$ cat config.mk
export PLATFORM = sky130hd
export DESIGN_NAME = buffer_w_ctrl
export DESIGN_NICKNAME = d
export VERILOG_FILES = /design/src/rtl/buffer_w_ctrl.sv
export SDC_FILE = /design/constraint.sdc
export NUM_CORES = 1
export LEC_CHECK = 0
export CORE_ASPECT_RATIO = 1.4
export CORE_MARGIN = 4
export CORE_UTILIZATION = 52
export CTS_CLUSTER_SIZE = 12
export DETAILED_ROUTE_END_ITERATION = 10
export PLACE_DENSITY = 0.79
export SLEW_MARGIN = 10
export SYNTH_ARGS = -nofsm -noshare
export SYNTH_HDL_FRONTEND = slang
export SYNTH_SLANG_ARGS = --single-unit
$ cat constraint.sdc
create_clock -name clk -period 2.5 [get_ports clk]
set_input_delay 0.5 -clock clk [delete_from_list [all_inputs] [get_ports clk]]
set_output_delay 0.5 -clock clk [all_outputs]
set_load 0.02 [all_outputs]
$ cat src/rtl/buffer_w_ctrl.sv
// buffer_w_ctrl: controller for a single-bank ping buffer.
// Each upstream beat is written as TOTAL_MODULES consecutive slices.
// A full fill is followed by READ_PASSES sweeps of the whole buffer,
// with a valid/ready handshake and a read latency of one cycle.
// The RAM itself lives outside this block; only its port controls are driven here.
module buffer_w_ctrl #(
    parameter int TOTAL_MODULES = 4,
    parameter int NUM_WR_BEATS  = 8,
    parameter int READ_PASSES   = 1,
    localparam int NUM_ENTRIES  = NUM_WR_BEATS * TOTAL_MODULES,
    localparam int ADDR_WIDTH   = $clog2(NUM_ENTRIES),
    localparam int SLICE_W      = (TOTAL_MODULES > 1) ? $clog2(TOTAL_MODULES) : 1
) (
    input  logic                  clk,
    input  logic                  rst,
    input  logic                  start,
    input  logic                  in_valid,
    output logic                  in_ready,
    output logic [SLICE_W-1:0]    slicing_idx,
    output logic                  bank0_ena,
    output logic                  bank0_wea,
    output logic [ADDR_WIDTH-1:0] bank0_addra,
    output logic                  bank0_enb,
    output logic [ADDR_WIDTH-1:0] bank0_addrb,
    output logic                  out_valid,
    input  logic                  out_ready,
    output logic                  busy,
    output logic                  done
);

    // Job phases
    localparam logic [1:0] S_IDLE  = 2'd0;
    localparam logic [1:0] S_FILL  = 2'd1;
    localparam logic [1:0] S_DRAIN = 2'd2;
    localparam logic [1:0] S_DONE  = 2'd3;

    // Total number of reads (and accepts) that make up one drain
    localparam int TOTAL_READS = NUM_ENTRIES * READ_PASSES;
    localparam int CNT_W       = $clog2(TOTAL_READS + 1);

    localparam logic [ADDR_WIDTH-1:0] LAST_ADDR  = ADDR_WIDTH'(NUM_ENTRIES - 1);
    localparam logic [SLICE_W-1:0]    LAST_SLICE = SLICE_W'(TOTAL_MODULES - 1);
    localparam logic [CNT_W-1:0]      TOTAL_CNT  = CNT_W'(TOTAL_READS);
    localparam logic [CNT_W-1:0]      LAST_CNT   = CNT_W'(TOTAL_READS - 1);

    // State and counters
    logic [1:0]            r_state;
    logic [1:0]            w_state_next;
    logic [ADDR_WIDTH-1:0] r_addra;
    logic [SLICE_W-1:0]    r_slice;
    logic [ADDR_WIDTH-1:0] r_addrb;
    logic [CNT_W-1:0]      r_rd_issued;
    logic [CNT_W-1:0]      r_rd_accepted;
    logic                  r_out_valid;

    // Per-cycle events
    logic w_start;
    logic w_write;
    logic w_last_write;
    logic w_reads_left;
    logic w_read;
    logic w_accept;
    logic w_last_accept;

    // A start is only honoured while idle; it also clears all job counters
    assign w_start = (r_state == S_IDLE) && start;

    // One slice is written every cycle upstream data is present during FILL
    assign w_write      = (r_state == S_FILL) && in_valid;
    assign w_last_write = w_write && (r_addra == LAST_ADDR);

    // A read may be issued when the output register is empty or being emptied
    assign w_reads_left  = (r_rd_issued != TOTAL_CNT);
    assign w_read        = (r_state == S_DRAIN) && (!r_out_valid || out_ready) && w_reads_left;
    assign w_accept      = (r_state == S_DRAIN) && r_out_valid && out_ready;
    assign w_last_accept = w_accept && (r_rd_accepted == LAST_CNT);

    // Next-state selection for the job sequencer
    always_comb begin
        w_state_next = r_state;
        case (r_state)
            S_IDLE:  if (start)         w_state_next = S_FILL;
            S_FILL:  if (w_last_write)  w_state_next = S_DRAIN;
            S_DRAIN: if (w_last_accept) w_state_next = S_DONE;
            S_DONE:                     w_state_next = S_IDLE;
            default:                    w_state_next = S_IDLE;
        endcase
    end

    // State register; reset abandons any job in progress
    always_ff @(posedge clk) begin
        if (rst) begin
            r_state <= S_IDLE;
        end else begin
            r_state <= w_state_next;
        end
    end

    // Write address and slice index advance together on every issued write
    always_ff @(posedge clk) begin
        if (rst || w_start) begin
            r_addra <= '0;
            r_slice <= '0;
        end else if (w_write) begin
            r_addra <= (r_addra == LAST_ADDR)  ? '0 : r_addra + ADDR_WIDTH'(1);
            r_slice <= (r_slice == LAST_SLICE) ? '0 : r_slice + SLICE_W'(1);
        end
    end

    // Read address sweeps the buffer and wraps for each pass; count issued reads
    always_ff @(posedge clk) begin
        if (rst || w_start) begin
            r_addrb     <= '0;
            r_rd_issued <= '0;
        end else if (w_read) begin
            r_addrb     <= (r_addrb == LAST_ADDR) ? '0 : r_addrb + ADDR_WIDTH'(1);
            r_rd_issued <= r_rd_issued + CNT_W'(1);
        end
    end

    // Count entries handed downstream; the last one ends the drain
    always_ff @(posedge clk) begin
        if (rst || w_start) begin
            r_rd_accepted <= '0;
        end else if (w_accept) begin
            r_rd_accepted <= r_rd_accepted + CNT_W'(1);
        end
    end

    // Output valid follows the RAM read latency and drops after an accept without refill
    always_ff @(posedge clk) begin
        if (rst) begin
            r_out_valid <= 1'b0;
        end else if (r_state != S_DRAIN) begin
            r_out_valid <= 1'b0;
        end else if (w_read) begin
            r_out_valid <= 1'b1;
        end else if (w_accept) begin
            r_out_valid <= 1'b0;
        end
    end

    assign in_ready    = w_write && (r_slice == LAST_SLICE);
    assign slicing_idx = r_slice;
    assign bank0_ena   = w_write;
    assign bank0_wea   = w_write;
    assign bank0_addra = r_addra;
    assign bank0_enb   = w_read;
    assign bank0_addrb = r_addrb;
    assign out_valid   = r_out_valid;
    assign busy        = (r_state == S_FILL) || (r_state == S_DRAIN);
    assign done        = (r_state == S_DONE);

endmodule

Word-level counts from Yosys, hierarchy flattened

Index checks and enable logic that the tools add are counted.
Widths: inputs -> output; s select.

Bits in registers: 27
Output and inout port bits: 19
Input port bits: 5

Muxes and demuxes: 9
Eq/ne operators: 12
Reduce and logical (&&, ||, !) cells: 17
Add/subtract/negate cells: 5

Operators with widths:

| kind                | count |
|---|---|
| $add 6x1->6 const B | 2 |
| $add 5x1->5 const B | 2 |
| $eq 5x5->1 const B  | 2 |
| $mux 5              | 2 |
| $logic_and 1x1->1   | 9 |
| $mux 2              | 4 |
| $ne 2x2->1 const B  | 4 |
| $pmux 2 s4          | 1 |
| $eq 2x2->1 const B  | 3 |
| $eq 6x5->1 const B  | 1 |
| $ne 6x6->1 const B  | 1 |
| $logic_or 1x1->1    | 3 |
| $reduce_and 3->1    | 1 |
| $add 2x1->2 const B | 1 |
| $eq 2x1->1 const B  | 1 |
| $logic_not 2->1     | 1 |
| $mux 1              | 2 |
| $reduce_bool 2->1   | 1 |
| $reduce_or 2->1     | 1 |
| $logic_not 1->1     | 1 |

Depth between registers and ports, before layout

Depth after elaboration: 6
Gate-level depth with buffers: 7

Worst setup path after synthesis

Ideal clock, no wire load.

Kind: register to register
Start point: reg r_addra[0], in the netlist bank0_addra[0]
End point: reg r_addra[2], in the netlist bank0_addra[2]
Path slack: 0.635 ns
Clock period less this slack: 1.865 ns
Required time: 2.430 ns
Cell stages (with the launch flop): 6
Path buffers: 0
Arrival time: 1.795 ns
Setup time: 0.070 ns
Path through: dfxtp_1 ha_1 and3_1 ha_1 or4b_2 a21oi_1

Word-level cells in the longest chain between the ends: 2
Elaborated cells between the ends (all ways): 3
Classes of those cells: add/sub: 1; eq/ne: 1; mux: 1

Ends and longest elaborated chain:

| what                                      | RTL line | text |
|---|---|---|
| start, declared                           | 49       | `logic [ADDR_WIDTH-1:0] r_addra;` |
| start signal, assigned                    | 105      | `r_addra <= (r_addra == LAST_ADDR) ? '0 : r_addra + ADDR_WIDTH'(1);` |
| $add 5x1->5 or $eq 5x5->1 (tied branches) | 105      |  |
| $mux 5 (*)                                | 105      |  |

Mark *: on every way between the ends. The rest lies on a longest branch, timed or not.
A chain may end at the register's enable or synchronous reset.

Worst setup path after layout

Start point: in in_valid
End point: out bank0_wea

Word-level cells in the longest chain between the ends: 1

Ends and longest elaborated chain:

| what              | RTL line | text |
|---|---|---|
| start, declared   | 17       | `input logic in_valid,` |
| $logic_and 1x1->1 | 69       | `assign w_write = (r_state == S_FILL) && in_valid;` |
| end, declared     | 21       | `output logic bank0_wea,` |

Every way passes these cells.

==> results.toml <==
[sta]
maxSlewHeadroom_pct = 79.6
finalCriticalPeriod_ns = 2.34
clock.fmax_ghz = 0.428
hold_viol = 0
rsz0062_at_grt = "false"
whs_ns = 0.486
skew_ns = 0.00466
fin_ws_ns = 0.161
period_share_pct = 93.6
worstMarginPinSlew_ns = 0.304
fin_setup_tns_ns = 0
setup_viol = 0
drv_slew = 0

[global_routing]
antenna_found_initial = 0
grt_pass1_wl_um = 4490
grt_max_degree = 25
grt-ovfl-total = 0
grt_pass1_vias = 1094
grt_usage_pct = 15.7

[yosys]
synth-seq-cells = 27
ys_seq_area_share_pct = 38.7
postSynthAreaPerCell_um2 = 9.01
postSynthCellCount = 155
synth_area_um2 = 1400
synth_nets = 173
synth_cell_types = 33
yosysWarnings = 0

[die]
io_pins = 24
start_util_pct = 54.0
chipHeight_um = 69.3
floorplan.die_area_um2 = 3590
rows = 22
die_x_um = 51.8
coreArea_um2 = 2590

[cells_and_area]
layout.nets = 201
seqCellArea_um2 = 541
syn_to_final_growth_pct = 21.5
nFillCells = 253
num_antenna_cells = 0
final_util_pct = 65.6
stdcell_area_um2 = 1700
final_cells = 218
multi_input_area_um2 = 781
drive_above_1_share_pct = 7.14

[power]
power_density_nw_per_um2 = 663
peakVddDrop_uv = 391
p_leak_nw = 0.689
total_power_mw = 1.13

[clock_network]
clock_latency_ns = 0.31
path_clk_slew_ns = 0.13
h-tree-depth = 1
ctsHoldBuffers = 0
cts.sinks = 27
root_buffer = "clkbuf_4"
clock_path_buffers = 2
cts_buffers = 3
cts_tree = "done"

[route]
totalWireLength_um = 2580
ant_nets = 0
wl_per_cell_um = 11.8
num_vias = 1159
first_pass_iters = 4
drt_iter0_drc = 32
drt-vias-per-instance = 5.32
drc = 0

[placement]
place_hpwl_um = 1980
port_buffers = 23
dp.cells = 214
detailedPlace.worstSlack_ns = 0.0280
routabilityCongestion = 0.828
placed_area_um2 = 1670

[setup_path]
slowest_delay_ns = 0.63
path_common_cell = "clkdlybuf4s50_1"
critPathArrivalTime_ns = 1.84
startpoint_type = "input port"
critPathKind = "in2out"
crit_chain = "clkdlybuf4s50_1 -> nand2_1 -> inv_1 -> clkdlybuf4s50_1"
slowest_stage = "clkdlybuf4s50_1"
cp_max_fo = 5
worstPathRequired_ns = 2.00
critical_path.endpoint_type = "output port"

[hold_path]
hp-class = "reg2reg"

[run]
drv_cap = 0

[run_status]
outcome = "finished clean"
-- worst paths after layout --
check                           depth (start not counted)                   startpoint                     endpoint  slack, ns
worst max-delay path                                    4                     in_valid                    bank0_wea       0.16
worst min-delay path                                    2  bank0_addra[4]$_SDFFE_PP0N_  bank0_addra[4]$_SDFFE_PP0N_       0.49
worst max register to register                          5  bank0_addra[0]$_SDFFE_PP0N_  bank0_addra[2]$_SDFFE_PP0N_       0.58
worst min register to register                          2  bank0_addra[4]$_SDFFE_PP0N_  bank0_addra[4]$_SDFFE_PP0N_       0.49
-- cell usage in the layout (no fill, tap or decap), types with 4 or more instances in the layout --
cell and count:
xor2_1 6, nand3_1 4, inv_1 7, and3_1 4, ha_1 13, buf_4 6
nor3_1 4, nand2_1 14, clkdlybuf4s50_1 22, dfxtp_1 27, a21oi_1 15, o21ai_0 7
nand4_1 5, nor2_1 17
-- flip-flops by register name (all words and copies together), names as in the netlist --
| signal | flops |
|---|---|
| r_rd_accepted | 6 |
| r_rd_issued | 6 |
| bank0_addra | 5 |
| bank0_addrb | 5 |
| r_state | 2 |
| slicing_idx | 2 |
| out_valid | 1 |
-- cell type report --
cell class	count	area share [%]
clock buffer	4	1.55
inverter	7	1.55
multi-input combinational	115	46.0
sequential	27	31.9
tap	36	2.65
timing repair buffer	29	16.4
-- logic make-up (layout without fill, tap and decap cells) --
kind of cell,Yosys count,count (layout),synth area share (%)
AND/OR/NAND/NOR,62,62,24.4
XOR/XNOR,8,8,5.02
multiplexers,3,3,2.15
AO/OA/AOI/OAI,29,29,12.7
flip-flops,27,27,38.7
buffers and inverters,13,40,5.38
adder cells (fa/ha/maj),13,13,11.6
-- power by group --
group          internal (mW)  total [mW]  switching (mW)
Clock                 0.0623       0.177           0.115
Combinational          0.195       0.452           0.256
Sequential             0.462       0.497          0.0343
-- cell usage after synthesis, drive strengths merged --
cell	instances	share of area, %
dfxtp	27	39
nor2	17	4.6
a21oi	15	5.4
nand2	14	3.8
ha	13	12
inv	7	1.9
o21ai	7	2.5
xor2	6	3.8
nand4	5	2.2
and3	4	1.8
buf	4	3.0
nand3	4	1.4
nor3	4	1.4
mux2i	3	2.2
or3	3	1.3
a211oi	2	1.1
a31oi	2	0.90
and2	2	0.90
clkbuf	2	0.54
or4b	2	1.4
xnor2	2	1.3
a41o	1	0.72
and4	1	0.63
nand4b	1	0.63
nand4bb	1	2.0
nor2b	1	0.45
o2111ai	1	0.63
o211ai	1	1.5
or2b	1	0.63
or3b	1	0.63
or4	1	0.54
-- repair_timing --
item                       in CTS  in global routing
gates resized for setup         0                  1
buffers inserted                0                  0
setup endpoints to repair       0                  1
-- critical path: cells and delay by family --
kind,cells,cell delay [ns]
buffers and inverters,3,1.26
and+or+nand+nor,1,0.07
-- metal layers --
layer | vias to the layer above | global-route usage, % | wire (um)
met5 | - | 0 | 0
met4 | 0 | 6.12 | 21
met3 | 2 | 2.15 | 102
met2 | 21 | 26.8 | 1330
met1 | 538 | 19.4 | 1130
li1 | 598 | - | -
No activity file was read; power rests on OpenSTA's default activity.
